File: config.mk
export PLATFORM = sky130hd
export DESIGN_NAME = mc_control_fsm_flat
export DESIGN_NICKNAME = d
export VERILOG_FILES = /design/src/rtl/mc_control_fsm_if.sv /design/src/rtl/mc_control_fsm.sv /design/src/flat_wrapper.sv
export SDC_FILE = /design/constraint.sdc
export NUM_CORES = 1
export LEC_CHECK = 0
export ABC_CLOCK_PERIOD_IN_PS = 2200
export CAP_MARGIN = 20
export CELL_PAD_IN_SITES_DETAIL_PLACEMENT = 1
export CELL_PAD_IN_SITES_GLOBAL_PLACEMENT = 1
export CORE_MARGIN = 2
export CORE_UTILIZATION = 33
export DETAILED_ROUTE_END_ITERATION = 16
export PLACE_DENSITY = 0.79
export SYNTH_ARGS = -nofsm -noshare
export SYNTH_HDL_FRONTEND = slang
export SYNTH_SLANG_ARGS = --single-unit
File: constraint.sdc
create_clock -name clk -period 2.2 [get_ports clk]
set_clock_uncertainty 0.05 [all_clocks]
set_input_delay 0.55 -clock clk [delete_from_list [all_inputs] [get_ports clk]]
set_output_delay 0.55 -clock clk [all_outputs]
set_load 0.05 [all_outputs]
File: src/rtl/mc_control_fsm_if.sv
// rtl/mc_control_fsm_if.sv - control-unit <-> datapath/memory signal bundle
interface mc_control_fsm_if;
  // Status returned by the datapath and memory
  logic [15:0] instr;
  logic        zero;
  logic        mem_ready;

  // Memory handshake
  logic        mem_req;
  logic        mem_we;
  logic        iord;

  // Datapath register enables and operand selects
  logic        ir_we;
  logic        mdr_we;
  logic        pc_we;
  logic [1:0]  pc_src;
  logic        alu_src_a;
  logic [1:0]  alu_src_b;
  logic [2:0]  alu_op;
  logic        b_sel;
  logic        rf_we;
  logic        rf_wsel;

  // Status
  logic        halted;
  logic [15:0] retired;

  modport master (
    input  instr, zero, mem_ready,
    output mem_req, mem_we, iord, ir_we, mdr_we, pc_we, pc_src,
           alu_src_a, alu_src_b, alu_op, b_sel, rf_we, rf_wsel,
           halted, retired
  );

  modport slave (
    output instr, zero, mem_ready,
    input  mem_req, mem_we, iord, ir_we, mdr_we, pc_we, pc_src,
           alu_src_a, alu_src_b, alu_op, b_sel, rf_we, rf_wsel,
           halted, retired
  );
endinterface

File: src/rtl/mc_control_fsm.sv
// rtl/mc_control_fsm.sv - multicycle control unit for the 16-bit processor
module mc_control_fsm #(
  parameter logic [2:0]  ALU_ADD       = 3'd3,
  parameter logic [2:0]  ALU_SUB       = 3'd4,
  // Value loaded into the retired-instruction counter on reset
  parameter logic [15:0] RETIRED_RESET = 16'h0000
) (
  input  logic            clk,
  input  logic            rst_n,
  mc_control_fsm_if.master bus
);

  typedef enum logic [3:0] {
    S_START,
    S_FETCH,
    S_DECODE,
    S_EXEC,
    S_WB_ALU,
    S_ADDR,
    S_MEM_RD,
    S_WB_MEM,
    S_MEM_WR,
    S_BRANCH,
    S_JUMP,
    S_HALT
  } state_t;

  // Registered control word. The *_on_ready / *_on_zero bits are qualifiers
  // that are ANDed with the live mem_ready / zero inputs, which keeps those
  // enables same-cycle (Mealy) while everything else comes from flops.
  typedef struct packed {
    logic       mem_req;
    logic       mem_we;
    logic       iord;
    logic       ir_on_ready;
    logic       mdr_on_ready;
    logic       pc_on_ready;
    logic       pc_on_zero;
    logic       pc_always;
    logic [1:0] pc_src;
    logic       alu_src_a;
    logic [1:0] alu_src_b;
    logic [2:0] alu_op;
    logic       rf_we;
    logic       rf_wsel;
    logic       halted;
  } ctrl_t;

  state_t      state;
  state_t      state_next;
  ctrl_t       ctrl_q;
  logic [15:0] retired_q;
  logic        retire;
  logic [3:0]  op;
  logic        unused_instr_bits;

  assign op                = bus.instr[15:12];
  assign unused_instr_bits = ^bus.instr[11:0];

  // Control word for a given state; only fields that differ from 0 are set.
  function automatic ctrl_t ctrl_for(input state_t s, input logic [15:0] ir);
    ctrl_t c;
    c = '0;
    case (s)
      S_FETCH: begin
        c.mem_req     = 1'b1;
        c.alu_src_b   = 2'd1;
        c.alu_op      = ALU_ADD;
        c.ir_on_ready = 1'b1;
        c.pc_on_ready = 1'b1;
      end
      S_DECODE: begin
        // ALUOut <= PC + sext(imm4), the branch target
        c.alu_src_b = 2'd3;
        c.alu_op    = ALU_ADD;
      end
      S_EXEC: begin
        c.alu_src_a = 1'b1;
        c.alu_op    = ir[14:12];
      end
      S_WB_ALU: begin
        c.rf_we = 1'b1;
      end
      S_ADDR: begin
        c.alu_src_a = 1'b1;
        c.alu_src_b = 2'd2;
        c.alu_op    = ALU_ADD;
      end
      S_MEM_RD: begin
        c.mem_req      = 1'b1;
        c.iord         = 1'b1;
        c.mdr_on_ready = 1'b1;
      end
      S_WB_MEM: begin
        c.rf_we   = 1'b1;
        c.rf_wsel = 1'b1;
      end
      S_MEM_WR: begin
        c.mem_req = 1'b1;
        c.mem_we  = 1'b1;
        c.iord    = 1'b1;
      end
      S_BRANCH: begin
        // A - B compare; the ALU zero flag decides whether PC takes ALUOut
        c.alu_src_a  = 1'b1;
        c.alu_op     = ALU_SUB;
        c.pc_src     = 2'd1;
        c.pc_on_zero = 1'b1;
      end
      S_JUMP: begin
        c.pc_always = 1'b1;
        c.pc_src    = 2'd2;
      end
      S_HALT: begin
        c.halted = 1'b1;
      end
      default: begin
        c = '0;
      end
    endcase
    return c;
  endfunction

  // Next-state selection and retirement detection
  always_comb begin
    state_next = state;
    case (state)
      S_START:  state_next = S_FETCH;
      S_FETCH:  if (bus.mem_ready) state_next = S_DECODE;
      S_DECODE: begin
        if (!op[3]) begin
          state_next = S_EXEC;
        end else begin
          case (op[2:0])
            3'd0, 3'd1: state_next = S_ADDR;
            3'd2:       state_next = S_BRANCH;
            3'd3:       state_next = S_JUMP;
            3'd7:       state_next = S_HALT;
            default:    state_next = S_FETCH;
          endcase
        end
      end
      S_EXEC:   state_next = S_WB_ALU;
      S_WB_ALU: state_next = S_FETCH;
      S_ADDR:   state_next = (op == 4'h8) ? S_MEM_RD : S_MEM_WR;
      S_MEM_RD: if (bus.mem_ready) state_next = S_WB_MEM;
      S_WB_MEM: state_next = S_FETCH;
      S_MEM_WR: if (bus.mem_ready) state_next = S_FETCH;
      S_BRANCH: state_next = S_FETCH;
      S_JUMP:   state_next = S_FETCH;
      S_HALT:   state_next = S_HALT;
      default:  state_next = S_START;
    endcase
    // An instruction retires when control re-enters FETCH from its last state
    retire = (state_next == S_FETCH) && (state != S_FETCH) && (state != S_START);
  end

  // State, registered control word and retired counter
  always_ff @(posedge clk or negedge rst_n) begin
    if (!rst_n) begin
      state     <= S_START;
      ctrl_q    <= '0;
      retired_q <= RETIRED_RESET;
    end else begin
      state  <= state_next;
      ctrl_q <= ctrl_for(state_next, bus.instr);
      if (retire) begin
        retired_q <= retired_q + 16'd1;
      end
    end
  end

  assign bus.mem_req   = ctrl_q.mem_req;
  assign bus.mem_we    = ctrl_q.mem_we;
  assign bus.iord      = ctrl_q.iord;
  assign bus.ir_we     = ctrl_q.ir_on_ready & bus.mem_ready;
  assign bus.mdr_we    = ctrl_q.mdr_on_ready & bus.mem_ready;
  assign bus.pc_we     = ctrl_q.pc_always
                       | (ctrl_q.pc_on_ready & bus.mem_ready)
                       | (ctrl_q.pc_on_zero & bus.zero);
  assign bus.pc_src    = ctrl_q.pc_src;
  assign bus.alu_src_a = ctrl_q.alu_src_a;
  assign bus.alu_src_b = ctrl_q.alu_src_b;
  assign bus.alu_op    = ctrl_q.alu_op;
  assign bus.rf_we     = ctrl_q.rf_we;
  assign bus.rf_wsel   = ctrl_q.rf_wsel;
  assign bus.halted    = ctrl_q.halted;
  assign bus.retired   = retired_q;

  // SW and BEQ read R[rd] on port 2; held at 0 while reset forces START
  assign bus.b_sel = (state != S_START) && ((op == 4'h9) || (op == 4'hA));

endmodule

File: src/flat_wrapper.sv
// flat-port wrapper written by rule: the top's interface ports become plain ports
module mc_control_fsm_flat 
#(
  parameter logic [2:0]  ALU_ADD       = 3'd3,
  parameter logic [2:0]  ALU_SUB       = 3'd4,
                                                               
  parameter logic [15:0] RETIRED_RESET = 16'h0000
)
  (clk, rst_n, bus_instr, bus_zero, bus_mem_ready, bus_mem_req, bus_mem_we, bus_iord, bus_ir_we, bus_mdr_we, bus_pc_we, bus_pc_src, bus_alu_src_a, bus_alu_src_b, bus_alu_op, bus_b_sel, bus_rf_we, bus_rf_wsel, bus_halted, bus_retired);
  mc_control_fsm_if bus_i ();
  input  logic clk;
  input  logic rst_n;
  input wire logic [$bits(bus_i.instr)-1:0] bus_instr;
  input wire logic [$bits(bus_i.zero)-1:0] bus_zero;
  input wire logic [$bits(bus_i.mem_ready)-1:0] bus_mem_ready;
  output wire logic [$bits(bus_i.mem_req)-1:0] bus_mem_req;
  output wire logic [$bits(bus_i.mem_we)-1:0] bus_mem_we;
  output wire logic [$bits(bus_i.iord)-1:0] bus_iord;
  output wire logic [$bits(bus_i.ir_we)-1:0] bus_ir_we;
  output wire logic [$bits(bus_i.mdr_we)-1:0] bus_mdr_we;
  output wire logic [$bits(bus_i.pc_we)-1:0] bus_pc_we;
  output wire logic [$bits(bus_i.pc_src)-1:0] bus_pc_src;
  output wire logic [$bits(bus_i.alu_src_a)-1:0] bus_alu_src_a;
  output wire logic [$bits(bus_i.alu_src_b)-1:0] bus_alu_src_b;
  output wire logic [$bits(bus_i.alu_op)-1:0] bus_alu_op;
  output wire logic [$bits(bus_i.b_sel)-1:0] bus_b_sel;
  output wire logic [$bits(bus_i.rf_we)-1:0] bus_rf_we;
  output wire logic [$bits(bus_i.rf_wsel)-1:0] bus_rf_wsel;
  output wire logic [$bits(bus_i.halted)-1:0] bus_halted;
  output wire logic [$bits(bus_i.retired)-1:0] bus_retired;
  assign bus_i.instr = bus_instr;
  assign bus_i.zero = bus_zero;
  assign bus_i.mem_ready = bus_mem_ready;
  assign bus_mem_req = bus_i.mem_req;
  assign bus_mem_we = bus_i.mem_we;
  assign bus_iord = bus_i.iord;
  assign bus_ir_we = bus_i.ir_we;
  assign bus_mdr_we = bus_i.mdr_we;
  assign bus_pc_we = bus_i.pc_we;
  assign bus_pc_src = bus_i.pc_src;
  assign bus_alu_src_a = bus_i.alu_src_a;
  assign bus_alu_src_b = bus_i.alu_src_b;
  assign bus_alu_op = bus_i.alu_op;
  assign bus_b_sel = bus_i.b_sel;
  assign bus_rf_we = bus_i.rf_we;
  assign bus_rf_wsel = bus_i.rf_wsel;
  assign bus_halted = bus_i.halted;
  assign bus_retired = bus_i.retired;
  mc_control_fsm #(.ALU_ADD(ALU_ADD), .ALU_SUB(ALU_SUB), .RETIRED_RESET(RETIRED_RESET)) u_core (.clk(clk), .rst_n(rst_n), .bus(bus_i));
endmodule
**Word level (Yosys, flattened, before mapping)**

Cells that the tools add are included.

- Output and inout port bits: 34
- Bits of input ports: 20
- Register bits: 38

- Reductions and logical operators: 14
- Eq/ne operators: 30
- Bitwise logic cells: 5
- $add $sub $neg: 1
- Muxes and demuxes: 21

Operators with widths:

| operator | count |
|---|---|
| equality test 4 bit (second input constant) | 11 |
| equality test 4 x 3 -> 1 bit (second input constant) | 8 |
| case mux 4 bit (8 select lines) | 1 |
| two-way mux 4 bit | 5 |
| adder 16 x 1 -> 16 bit (second input constant) | 1 |
| equality test 4 x 2 -> 1 bit (second input constant) | 4 |
| case mux 4 bit (4 select lines) | 1 |
| two-way mux 1 bit | 11 |
| case mux 3 bit (3 select lines) | 1 |
| OR reduction 3 bit | 3 |
| equality test 4 x 1 -> 1 bit (second input constant) | 2 |
| equality test 3 x 2 -> 1 bit (second input constant) | 2 |
| case mux 2 bit (3 select lines) | 1 |
| OR reduction 2 bit | 3 |
| OR reduction 5 bit | 1 |
| zero test 4 bit | 1 |
| != test 4 x 1 -> 1 bit (second input constant) | 1 |
| case mux 2 bit (2 select lines) | 1 |
| nonzero test 4 bit | 1 |
| AND 1 bit | 3 |
| equality test 3 x 1 -> 1 bit (second input constant) | 1 |
| equality test 3 bit (second input constant) | 1 |
| logical AND 1 bit | 3 |
| zero test 3 bit | 1 |
| other kinds (2) | 3 |

**Depth between registers and ports, before layout**

Gate-level depths: netlist of run 1.

- Depth after elaboration: 8
- Gate-level depth with buffers: 9

**Worst setup path before layout of run 1**

Ideal clock, no wire load.

- Kind: input-to-reg
- From: input port bus_instr[12]
- To: register u_core.retired_q[3] (netlist: u_core.bus.retired[3])
- Required time: 2008 ps
- Arrival time: 2173 ps
- Stages: 6
- Slack: -165 ps
- Buffers on the path: 1
- Path through: or4b_4 a311oi_4 nand3_2 buf_6 or3_4 xnor2_2

- Longest elaborated chain between the ends: 8
- Elaborated cells between the ends (all ways): 14
- Classes of those cells: eq/ne: 6; mux: 4; reduce/logical: 4

Ends and longest elaborated chain:

| element | line | text |
|---|---|---|
| from (decl) | flat_wrapper.sv:13 | `input wire logic [$bits(bus_i.instr)-1:0] bus_instr;` |
| equality test 3 x 1 -> 1 bit / zero test 3 bit (equally long branches) | mc_control_fsm.sv:134 | `case (op[2:0])` |
| OR reduction 2 bit | mc_control_fsm.sv:134 |  |
| case mux 4 bit (4 select lines) | mc_control_fsm.sv:134 |  |
| two-way mux 4 bit | mc_control_fsm.sv:131 | `if (!op[3]) begin` |
| case mux 4 bit (8 select lines) (*) | mc_control_fsm.sv:127 | `case (state)` |
| equality test 4 x 1 -> 1 bit (*) | mc_control_fsm.sv:155 | `retire = (state_next == S_FETCH) && (state != S_FETCH) && (state != S_START);` |
| logical AND 1 bit (*) (2 in series) | mc_control_fsm.sv:155 |  |
| to (signal assigned) | mc_control_fsm.sv:168 | `retired_q <= retired_q + 16'd1;` |
| to (decl) | mc_control_fsm.sv:52 | `logic [15:0] retired_q;` |

Mark *: on every way between the ends. The rest lies on a longest branch, timed or not.
A chain may end at the register's enable or synchronous reset.

**Worst setup path in the final report of run 1**

- From: input port bus_instr[12]
- To: register u_core.retired_q[1] (netlist: u_core.bus.retired[1])

The elaborated chain is that of the path after synthesis.

==> run_results.csv, run 1 <==
group,metric,value,unit
run_status,outcome,"complete, but fails checks",
run_status,violations,"setup timing",
timing,worst_slew_margin,0.664,
synthesis,synth_top_family_by_area,"simple AND/OR/NAND/NOR gates",
setup_path,timing_worst_setup_path_type,"primary input to flip-flop",
routing,drt_drc_violations_left,0,
synthesis,synth_seq_cells,36,
timing,finalWorstPathRequiredPeriod,2.28,ns
finish,final_area,0.00307,sq mm
clock_tree,cts_hold_buf,0,
place,place.port_buffers,41,
grt,initial_antenna_violation_count,0,
timing,grt_setup_unrepaired,"true",
timing,max_freq,0.439,GHz
timing,finalSetupViolations,11,
floorplanning,core-area,0.00561,sq mm
place,place_congestion,0.772,
floorplanning,floorplan.initialDensity,0.346,
grt,grt_use_met2,0.338,
setup_path,crit_fanout,7,
synthesis,synth_top_flop_cell,"sky130_fd_sc_hd__dfrtp_1",
floorplanning,die-width,80.7,um
finish,layout.cells.most_common_list,"46 x sky130_fd_sc_hd__buf_4, 32 x sky130_fd_sc_hd__dfrtp_1, 25 x sky130_fd_sc_hd__clkdlybuf4s50_1",
floorplanning,boundaryPins,54,
routing,routed_vias,1744,
finish,layout.nets,282,
setup_path,crit-reg2reg-launch,"u_core.state[2]",
grt,maximum_number_of_pins_on_one_net_before_global_route_repair,37,
worst_hold_path,timing.hold.worst.class,"flip-flop to flip-flop",
power_and_ir_drop,p_per_area,1640,mW/mm^2
synthesis,synth_compound_gate_area_share,0.0908,
timing,setup_total_negative_slack,-0.442,ns
routing,routedWlPerCell,18.7,um
grt,grt_remaining_overflow,0,
finish,final_common_cell,"sky130_fd_sc_hd__buf_4",
synthesis,yosys.area_share.simple,0.281,
synthesis,synth_edf_count,0,
clock_tree,cts_clk_pin_slew_worst_paths,0.08,ns
timing,hold_viol_final,0,
synthesis,synth.area.top_cells,"sky130_fd_sc_hd__dfrtp_1 46%, sky130_fd_sc_hd__xor2_1 6.8%, sky130_fd_sc_hd__nor4_2 5.2%, sky130_fd_sc_hd__buf_4 3.1%, sky130_fd_sc_hd__a21oi_1 2.1%",
synthesis,ys_warn_count,0,
setup_path,critical_path.startpoint,"bus_instr[12]",
synthesis,yosysTopAreaCell,"sky130_fd_sc_hd__dfrtp_1",
synthesis,synthCells,181,
clock_tree,cts_num_sinks,36,
synthesis,synthMuxAreaShare,0.00580,
floorplanning,fp.dieArea,0.00652,sq mm
grt,number_of_global_route_vias_before_repair,1797,
synthesis,post_synthesis_share_of_cell_area_spent_on_xor_and_xnor_gates,0.0844,
timing,final_min_period_over_clock_period,1.03,
place,dpl-instance-area,0.00263,sq mm
grt,global_route.usage.met3,0.0400,
synthesis,netlist_area,0.00194,sq mm
routing,drt_iter0_drc,62,
synthesis,synth.net_count,202,
power_and_ir_drop,vdd.ir_drop.worst,1.16,mV
place,dp_hpwl,3790,um
place,worst_case_setup_slack_after_placement,-0.703,ns
floorplanning,dieHeight,80.7,um
synthesis,synth_cell_type_count,44,
finish,fraction_of_layout_instances_using_a_drive_strength_above_1,0.448,
timing,worstMarginPinSlew,0.502,ns
floorplanning,row_count,27,
setup_path,crit_path_end_kind,"flip-flop",
timing,finalMaxSlewViolations,0,
synthesis,async_flop_share,1.00,
finish,area_growth_syn_to_layout,57.9,%
setup_path,critPathArrivalTime,2.42,ns
worst_hold_path,hold_path.startpoint,"u_core.bus.retired[10]",
clock_tree,cts.root.buffer_cell,"sky130_fd_sc_hd__clkbuf_8",
routing,number_of_nets_with_antenna_violations_after_routing,0,
grt,gr-max-usage-layer,"met2",
finish,insertedDiodeCount,0,
clock_tree,numCtsBuffers,5,
power_and_ir_drop,power.leakage,0.00142,uW
place,dp.cells,313,
clock_tree,clkLatencyLatePin,0.30,ns
clock_tree,max-clock-path-buffers,2,
synthesis,synth_seq_area_share,0.464,
finish,final_cells,333,
clock_tree,cts_tree,"built",
synthesis,yosys.area_share.adder,0.00644,
setup_path,required_arrival_time_at_the_worst_endpoint,2.34,ns
grt,grt_pass1_wl,9410,um
routing,drt_pass1_iterations,4,
routing,post_drt_via_cell_ratio,5.24,
grt,gr-usage-all-layers,0.197,
setup_path,start_kind,"primary input",
clock_tree,h-tree-depth,2,
routing,finalWirelength,6230,um
timing,setup_slack,-0.0763,ns
synthesis,syn_avg_cell_area,10.7,sq um
grt,groute.layer.met1.usage,0.242,
synthesis,post-synth-top-area-fraction,0.464,
flow_run,number_of_maximum_capacitance_violations,0,
## sequential cells by signal (all words and copies together) (netlist names)
signal and cells:
u_core.bus.retired 16, u_core.ctrl_q 4, u_core.state 4, u_core.bus.alu_op 3
u_core.bus.alu_src_b 2, u_core.bus.alu_src_a 1, u_core.bus.halted 1, u_core.bus.iord 1
u_core.bus.mem_req 1, u_core.bus.mem_we 1, u_core.bus.rf_we 1, u_core.bus.rf_wsel 1
## synthesized netlist by cell type (all sizes together) (3+ instances only)
| cell type | count |
|---|---|
| xor2 | 15 |
| nand4 | 6 |
| nor3 | 5 |
| nand2b | 4 |
| and3 | 6 |
| nand2 | 9 |
| and2 | 3 |
| nor4b | 4 |
| nor2b | 5 |
| inv | 6 |
| or2 | 3 |
| nor2 | 7 |
| o21ai | 6 |
| a21oi | 8 |
| buf | 16 |
| dfrtp | 36 |
| or3 | 5 |
| nand3 | 8 |
| nor4 | 9 |
## stage by stage
step / hold WS, ns / util / power (uW)
floorplan: 0.204 / - / 2610
global placement: 0.406 / 0.468 / 3450
detailed placement: 0.428 / 0.468 / 3530
CTS: 0.440 / 0.517 / 4610
global route: 0.455 / 0.547 / 5250
finish: 0.445 / 0.547 / 5020
## report_power, final
group | switching, uW | internal (uW) | total (uW)
clock | 251 | 216 | 467
combinational | 1940 | 1610 | 3550
sequential | 148 | 855 | 1000
## worst max-delay path: stages
cell	delay (ns)
sky130_fd_sc_hd__buf_6	0.09
sky130_fd_sc_hd__or4b_4	0.55
sky130_fd_sc_hd__a311oi_4	0.39
sky130_fd_sc_hd__nand3_4	0.21
sky130_fd_sc_hd__nor3_2	0.20
sky130_fd_sc_hd__buf_4	0.15
sky130_fd_sc_hd__mux2_4	0.29
## layer usage
metal,vias to the layer above,share of wire,wire length (um)
met3,15,0.038,236
met2,48,0.50,3140
met1,886,0.43,2670
met4,0,0.029,182
li1,795,-,-
met5,-,0,0
## logic make-up (layout without fill, tap and decap cells)
family / count (synthesis) / in the layout
and+or+nand+nor: 79 / 79
DFF: 36 / 36
buffers and inverters: 23 / 103
muxes: 1 / 1
adders and majority gates: 1 / 1
xor gates and xnor gates: 17 / 17
AOI/OAI and AO/OA: 24 / 24
## path summary, 6_finish.rpt
kind	end	cells past startpoint	slack, ns
setup reg to reg	u_core.bus.alu_src_a	8	0
max in group asynchronous	u_core.state[1]	2	1.13
min in group asynchronous	u_core.bus.retired[1]	2	0.62
setup / recovery	u_core.bus.retired[1]	7	-0.08
hold / removal	u_core.bus.retired[10]	1	0.45
hold reg to reg	u_core.bus.retired[10]	1	0.45
## layout make-up
| class | count | area [sq um] |
|---|---|---|
| clock buffer | 6 | 72.6 |
| inverter | 6 | 22.5 |
| multi-input combinational | 122 | 1100 |
| fill | 600 | 2540 |
| timing repair buffer | 90 | 868 |
| sequential | 36 | 906 |
| tap | 72 | 90.1 |
| clock inverter | 1 | 5.00 |
## what timing repair did
item,CTS,global route
pin swaps,13,19
setup buffers,8,3
setup endpoints to repair,33,27
gates resized for setup,43,31
cloned,1,1
Power figures use the tool's default switching activity.
==> inputs of run 2 (changes only) <==
SKIP_LAST_GASP = 1   (was not set)
==> run 2 against run 1 <==
Effect of this change:
- the run still ends with setup timing left
- final area down 2.7%
- sequential power about the same
- critical path depth is 3 lower
- combinational power fell by 5%
- power down 3.8%
- global-route usage decreased by 0.13 points
- largest cell class unchanged
==> run_results.csv, run 2 (synthesis gave the netlist of run 1 again) <==
group,metric,value,unit
place,dp_hpwl,3790,um
power_and_ir_drop,power.leakage,0.00139,uW
flow_run,number_of_maximum_capacitance_violations,0,
timing,finalMaxSlewViolations,0,
worst_hold_path,timing.hold.worst.class,"flip-flop to flip-flop",
finish,largest_register_ff_count,16,
place,place_congestion,0.772,
power_and_ir_drop,p_total,4830,uW
timing,finalWorstPathRequiredPeriod,2.25,ns
finish,area_growth_syn_to_layout,53.7,%
setup_path,timing_worst_setup_path_type,"flip-flop to primary output",
power_and_ir_drop,p_per_area,1620,mW/mm^2
timing,max_freq,0.445,GHz
routing,drt_iter0_drc,58,
clock_tree,cts_hold_buf,0,
clock_tree,numCtsBuffers,5,
routing,drt_pass1_iterations,4,
finish,area_used_by_sequential_logic_in_the_layout,906,sq um
place,dp.cells,313,
clock_tree,cts.root.buffer_cell,"sky130_fd_sc_hd__clkbuf_8",
finish,layout.nets,280,
setup_path,required_arrival_time_at_the_worst_endpoint,1.60,ns
setup_path,critPathMaxStageDelay,0.41,ns
clock_tree,max-clock-path-buffers,2,
timing,final_min_period_over_clock_period,1.02,
routing,post_drt_via_cell_ratio,5.22,
clock_tree,h-tree-depth,2,
finish,filler_cell_count,615,
timing,setup_slack,-0.0460,ns
setup_path,start_kind,"flip-flop",
finish,multiInputGateArea,0.00107,sq mm
floorplanning,core-area,0.00561,sq mm
clock_tree,cts_num_sinks,36,
place,place.port_buffers,41,
timing,finalSetupViolations,3,
place,worst_case_setup_slack_after_placement,-0.703,ns
finish,layout.cells.most_common_list,"47 x sky130_fd_sc_hd__buf_4, 32 x sky130_fd_sc_hd__dfrtp_1, 25 x sky130_fd_sc_hd__clkdlybuf4s50_1",
grt,number_of_global_route_vias_before_repair,1828,
clock_tree,clkLatencyLatePin,0.30,ns
clock_tree,cts_clk_pin_slew_worst_paths,0.07,ns
clock_tree,cts_tree,"built",
timing,grt_setup_unrepaired,"true",
setup_path,crit_fanout,2,
setup_path,path_cells,"buf_6, or3_4, o2111a_1, buf_12",
floorplanning,fp.dieArea,0.00652,sq mm
floorplanning,floorplan.initialDensity,0.346,
run_status,violations,"setup timing",
setup_path,critical-path-slowest-cell,"sky130_fd_sc_hd__dfrtp_2",
setup_path,critPathArrivalTime,1.65,ns
grt,grt_pass1_wl,9420,um
routing,routedWlPerCell,18.7,um
grt,maximum_number_of_pins_on_one_net_before_global_route_repair,37,
run_status,outcome,"complete, but fails checks",
timing,worst_slew_margin,0.666,
finish,fraction_of_layout_instances_using_a_drive_strength_above_1,0.440,
power_and_ir_drop,vdd.ir_drop.worst,1.10,mV
finish,final_cells,331,
grt,initial_antenna_violation_count,0,
timing,worstMarginPinSlew,0.500,ns
grt,grt_remaining_overflow,0,
routing,routed_vias,1728,
grt,gr-usage-all-layers,0.196,
routing,number_of_nets_with_antenna_violations_after_routing,0,
routing,drt_drc_violations_left,0,
timing,hold_viol_final,0,
finish,final_common_cell,"sky130_fd_sc_hd__buf_4",
setup_path,crit_path_end_kind,"primary output",
floorplanning,die-width,80.7,um
floorplanning,dieHeight,80.7,um
routing,finalWirelength,6180,um
floorplanning,boundaryPins,54,
floorplanning,row_count,27,
finish,insertedDiodeCount,0,
[run 2: cell count changes in the layout (fill, tap and decap cells not counted), sizes merged]
cell | before | now
clkbuf | 7 | 6
buf | 63 | 62
[run 2: report_power, final]
| group | leakage [uW] | internal [uW] | switching [uW] | total, uW |
|---|---|---|---|---|
| registers | 0.000471 | 855 | 143 | 998 |
| clock network | 0.0000410 | 215 | 241 | 456 |
| logic | 0.000876 | 1500 | 1880 | 3380 |
| total | 0.00139 | 2570 | 2260 | 4830 |
[run 2: worst max-delay path: cells and delay by family, from the launching register on]
kind | cells | cell delay, ns
simple gates | 1 | 0.37
buf+inv | 2 | 0.28
compound gates | 1 | 0.29
flops | 1 | 0.41
[run 2: area by class of cell]
cell class	instances	share of cell area
inverter	6	0.00754
tap	72	0.0302
clock buffer	6	0.0243
multi-input combinational	122	0.357
timing repair buffer	88	0.276
sequential	36	0.303
clock inverter	1	0.00168
[run 2: worst paths after layout]
| check | start | endpoint | slack, ns | cells after the start |
|---|---|---|---|---|
| setup / recovery | u_core.state[2] | bus_b_sel | -0.05 | 4 |
| hold / removal | u_core.bus.retired[15] | u_core.bus.retired[15] | 0.43 | 1 |
| setup reg to reg | u_core.state[2] | u_core.bus.alu_src_a | 0.01 | 8 |
| hold reg to reg | u_core.bus.retired[15] | u_core.bus.retired[15] | 0.43 | 1 |
| max in group asynchronous | rst_n | u_core.state[1] | 1.14 | 2 |
| min in group asynchronous | rst_n | u_core.bus.iord | 0.61 | 2 |
[run 2: routing by layer]
| layer | global-route usage | up-vias | share of wire |
|---|---|---|---|
| li1 | - | 798 | - |
| met1 | 0.241 | 881 | 0.42 |
| met2 | 0.338 | 38 | 0.53 |
| met3 | 0.0378 | 11 | 0.029 |
| met4 | 0.0763 | 0 | 0.022 |
| met5 | 0 | - | 0 |
[run 2: per-stage QoR]
stage	area (sq um)	setup TNS [ns]	hold slack [ns]	utilization
4_1_cts	2900	-0.147	0.440	0.517
3_3_place_gp	2630	-16.45	0.406	0.468
3_5_place_dp	2630	-17.66	0.428	0.468
5_1_grt	2990	-0.600	0.454	0.533
6_report	2990	-0.0481	0.434	0.533
2_1_floorplan	1940	-0.646	0.204	-
[run 2: repair_timing]
action	in CTS	in global routing
setup endpoints to repair	33	28
resized for setup	42	23
pin swaps	11	17
setup buffers	8	2
cloned	1	0
==> inputs of run 3 (changes only) <==
ABC_CLOCK_PERIOD_IN_PS = 2500   (was 2200)
CTS_CLUSTER_DIAMETER = 80   (was not set)
PLACE_DENSITY = 0.76   (was 0.79)
clock period = 2.5 ns   (was 2.2 ns; I/O delays follow)
==> run 3 against run 2 <==
Effect of this change:
- the run now ends clean
- register-to-register slack improved by 0.19 ns
- core utilization decreased by 3.3 points
- setup slack improved by 0.11 ns
- final area decreased by 6.2%
- power decreased by 20%
- sequential cell count unchanged
- wire length decreased by 19%
- sequential share of layout area increased by 1.8 points
- highest routed layer unchanged
==> run_results.csv, run 3 (synthesis gave the netlist of run 1 again) <==
group,metric,value,unit
finish,fraction_of_layout_instances_using_a_drive_strength_above_1,0.291,
routing,finalWirelength,5020,um
clock_tree,cts_tree,"built",
timing,final_min_period_over_clock_period,0.974,
grt,maximum_number_of_pins_on_one_net_before_global_route_repair,37,
finish,finalCoreUtilization,0.500,
routing,routed_vias,1602,
timing,finalMaxSlewViolations,0,
clock_tree,numCtsBuffers,5,
floorplanning,floorplan.initialDensity,0.346,
routing,number_of_nets_with_antenna_violations_after_routing,0,
power_and_ir_drop,p_per_area,1380,mW/mm^2
grt,grt_remaining_overflow,0,
timing,hold_viol_final,0,
routing,drt_pass1_iterations,4,
finish,filler_cell_count,627,
grt,grt_use_met2,0.274,
grt,initial_antenna_violation_count,0,
setup_path,critPathArrivalTime,2.59,ns
clock_tree,max-clock-path-buffers,2,
clock_tree,cts_hold_buf,0,
grt,groute.layer.met1.usage,0.217,
setup_path,required_arrival_time_at_the_worst_endpoint,2.65,ns
timing,finalSetupViolations,0,
floorplanning,dieHeight,80.7,um
grt,global_route.usage.met3,0.0344,
finish,final_common_cell,"sky130_fd_sc_hd__dfrtp_1",
routing,drt_drc_violations_left,0,
timing,setup_slack,0.0651,ns
finish,insertedDiodeCount,0,
timing,worstMarginPinSlew,0.502,ns
place,place.port_buffers,41,
clock_tree,cts_num_sinks,36,
power_and_ir_drop,power.leakage,0.00129,uW
floorplanning,core-area,0.00561,sq mm
setup_path,crit_fanout,7,
timing,worst_slew_margin,0.664,
grt,number_of_global_route_vias_before_repair,1621,
setup_path,start_kind,"primary input",
flow_run,number_of_maximum_capacitance_violations,0,
clock_tree,cts.root.buffer_cell,"sky130_fd_sc_hd__clkbuf_8",
timing,grt_setup_unrepaired,"true",
finish,multiInputGateArea,951,sq um
finish,layout.nets,267,
grt,grt_pass1_wl,8190,um
grt,gr-max-usage-layer,"met2",
floorplanning,fp.dieArea,0.00652,sq mm
place,dp_hpwl,3460,um
place,place_congestion,0.831,
clock_tree,cts_clk_pin_slew_worst_paths,0.07,ns
grt,gr-usage-all-layers,0.165,
floorplanning,boundaryPins,54,
clock_tree,h-tree-depth,2,
run_status,outcome,"finished, final reports clean",
setup_path,crit_path_end_kind,"flip-flop",
clock_tree,clkLatencyLatePin,0.29,ns
finish,area_used_by_sequential_logic_in_the_layout,901,sq um
place,worst_case_setup_slack_after_placement,-0.471,ns
worst_hold_path,timing.hold.worst.class,"flip-flop to flip-flop",
floorplanning,row_count,27,
finish,largest_register_ff_count,16,
routing,routedWlPerCell,15.7,um
timing,max_freq,0.411,GHz
setup_path,timing_worst_setup_path_type,"primary input to flip-flop",
floorplanning,die-width,80.7,um
finish,layout.cells.most_common_list,"36 x sky130_fd_sc_hd__dfrtp_1, 32 x sky130_fd_sc_hd__clkdlybuf4s50_1, 30 x sky130_fd_sc_hd__buf_4",
routing,drt_iter0_drc,45,
timing,finalWorstPathRequiredPeriod,2.43,ns
finish,area_growth_syn_to_layout,44.2,%
routing,post_drt_via_cell_ratio,5.02,
power_and_ir_drop,vdd.ir_drop.worst,0.917,mV
==> run 3: cell count changes in the layout (fill, tap and decap cells not counted), moves of 3 or more <==
cell                              previous run  this run
sky130_fd_sc_hd__buf_2                       3         0
sky130_fd_sc_hd__buf_4                      47        30
sky130_fd_sc_hd__buf_6                       7         2
sky130_fd_sc_hd__clkdlybuf4s50_1            25        32
sky130_fd_sc_hd__dfrtp_1                    32        36
sky130_fd_sc_hd__dfrtp_2                     4         0
sky130_fd_sc_hd__nor3_2                      4         1
sky130_fd_sc_hd__nor4_2                      1         6
sky130_fd_sc_hd__nor4_4                      7         2
==> run 3: metrics by stage <==
stage	hold WS, ns	std cells	area (sq um)	total power, uW	TNS [ns]
2_1_floorplan	0.279	181	1940	2300	0
3_3_place_gp	0.408	309	2610	2990	-8.37
3_5_place_dp	0.411	309	2610	3050	-9.54
4_1_cts	0.424	318	2760	3700	-0.00359
5_1_grt	0.430	319	2800	4100	-0.0438
6_report	0.420	319	2800	3860	0
==> run 3: routing by layer <==
metal,part of all wire,vias to the layer above
li1,-,765
met1,0.47,801
met2,0.48,32
met3,0.029,4
met4,0.015,0
met5,0,-
==> run 3: final cells by class <==
cell class | instances | share of cell area
Tap cell | 72 | 0.0321
Multi-Input combinational cell | 122 | 0.339
Inverter | 6 | 0.00804
Sequential cell | 36 | 0.321
Timing Repair Buffer | 75 | 0.261
Clock buffer | 6 | 0.0259
Clock inverter | 2 | 0.0125
==> run 3: path summary, 6_finish.rpt <==
| kind | start | to | slack [ns] | cells after the start |
|---|---|---|---|---|
| min in group asynchronous | rst_n | u_core.bus.retired[0] | 0.70 | 2 |
| worst min register to register | u_core.bus.retired[15] | u_core.bus.retired[15] | 0.42 | 1 |
| worst max-delay path | bus_instr[12] | u_core.bus.retired[10] | 0.07 | 7 |
| worst max register to register | u_core.state[3] | u_core.bus.retired[1] | 0.20 | 7 |
| worst min-delay path | u_core.bus.retired[15] | u_core.bus.retired[15] | 0.42 | 1 |
| max in group asynchronous | rst_n | u_core.bus.mem_req | 1.38 | 2 |
==> run 3: power breakdown <==
part / switching, uW / internal, uW
logic: 1380 / 1050
registers: 184 / 744
clock network: 211 / 296
total: 1770 / 2090
==> run 3: critical path: stages <==
cell                              delay (ns)
sky130_fd_sc_hd__clkdlybuf4s15_1        0.18
sky130_fd_sc_hd__or4b_4                 0.54
sky130_fd_sc_hd__a311oi_4               0.36
sky130_fd_sc_hd__nand3_4                0.21
sky130_fd_sc_hd__buf_6                  0.20
sky130_fd_sc_hd__nor4_2                 0.28
sky130_fd_sc_hd__xor2_1                 0.19
==> run 3: what timing repair did <==
item | 4_1_cts | 5_1_grt
setup endpoints to repair | 23 | 15
gates resized for setup | 11 | 8
gates cloned | 0 | 1
pin swaps | 4 | 6
endpoints found under the hold margin | 0 | 0
setup buffers | 1 | 0
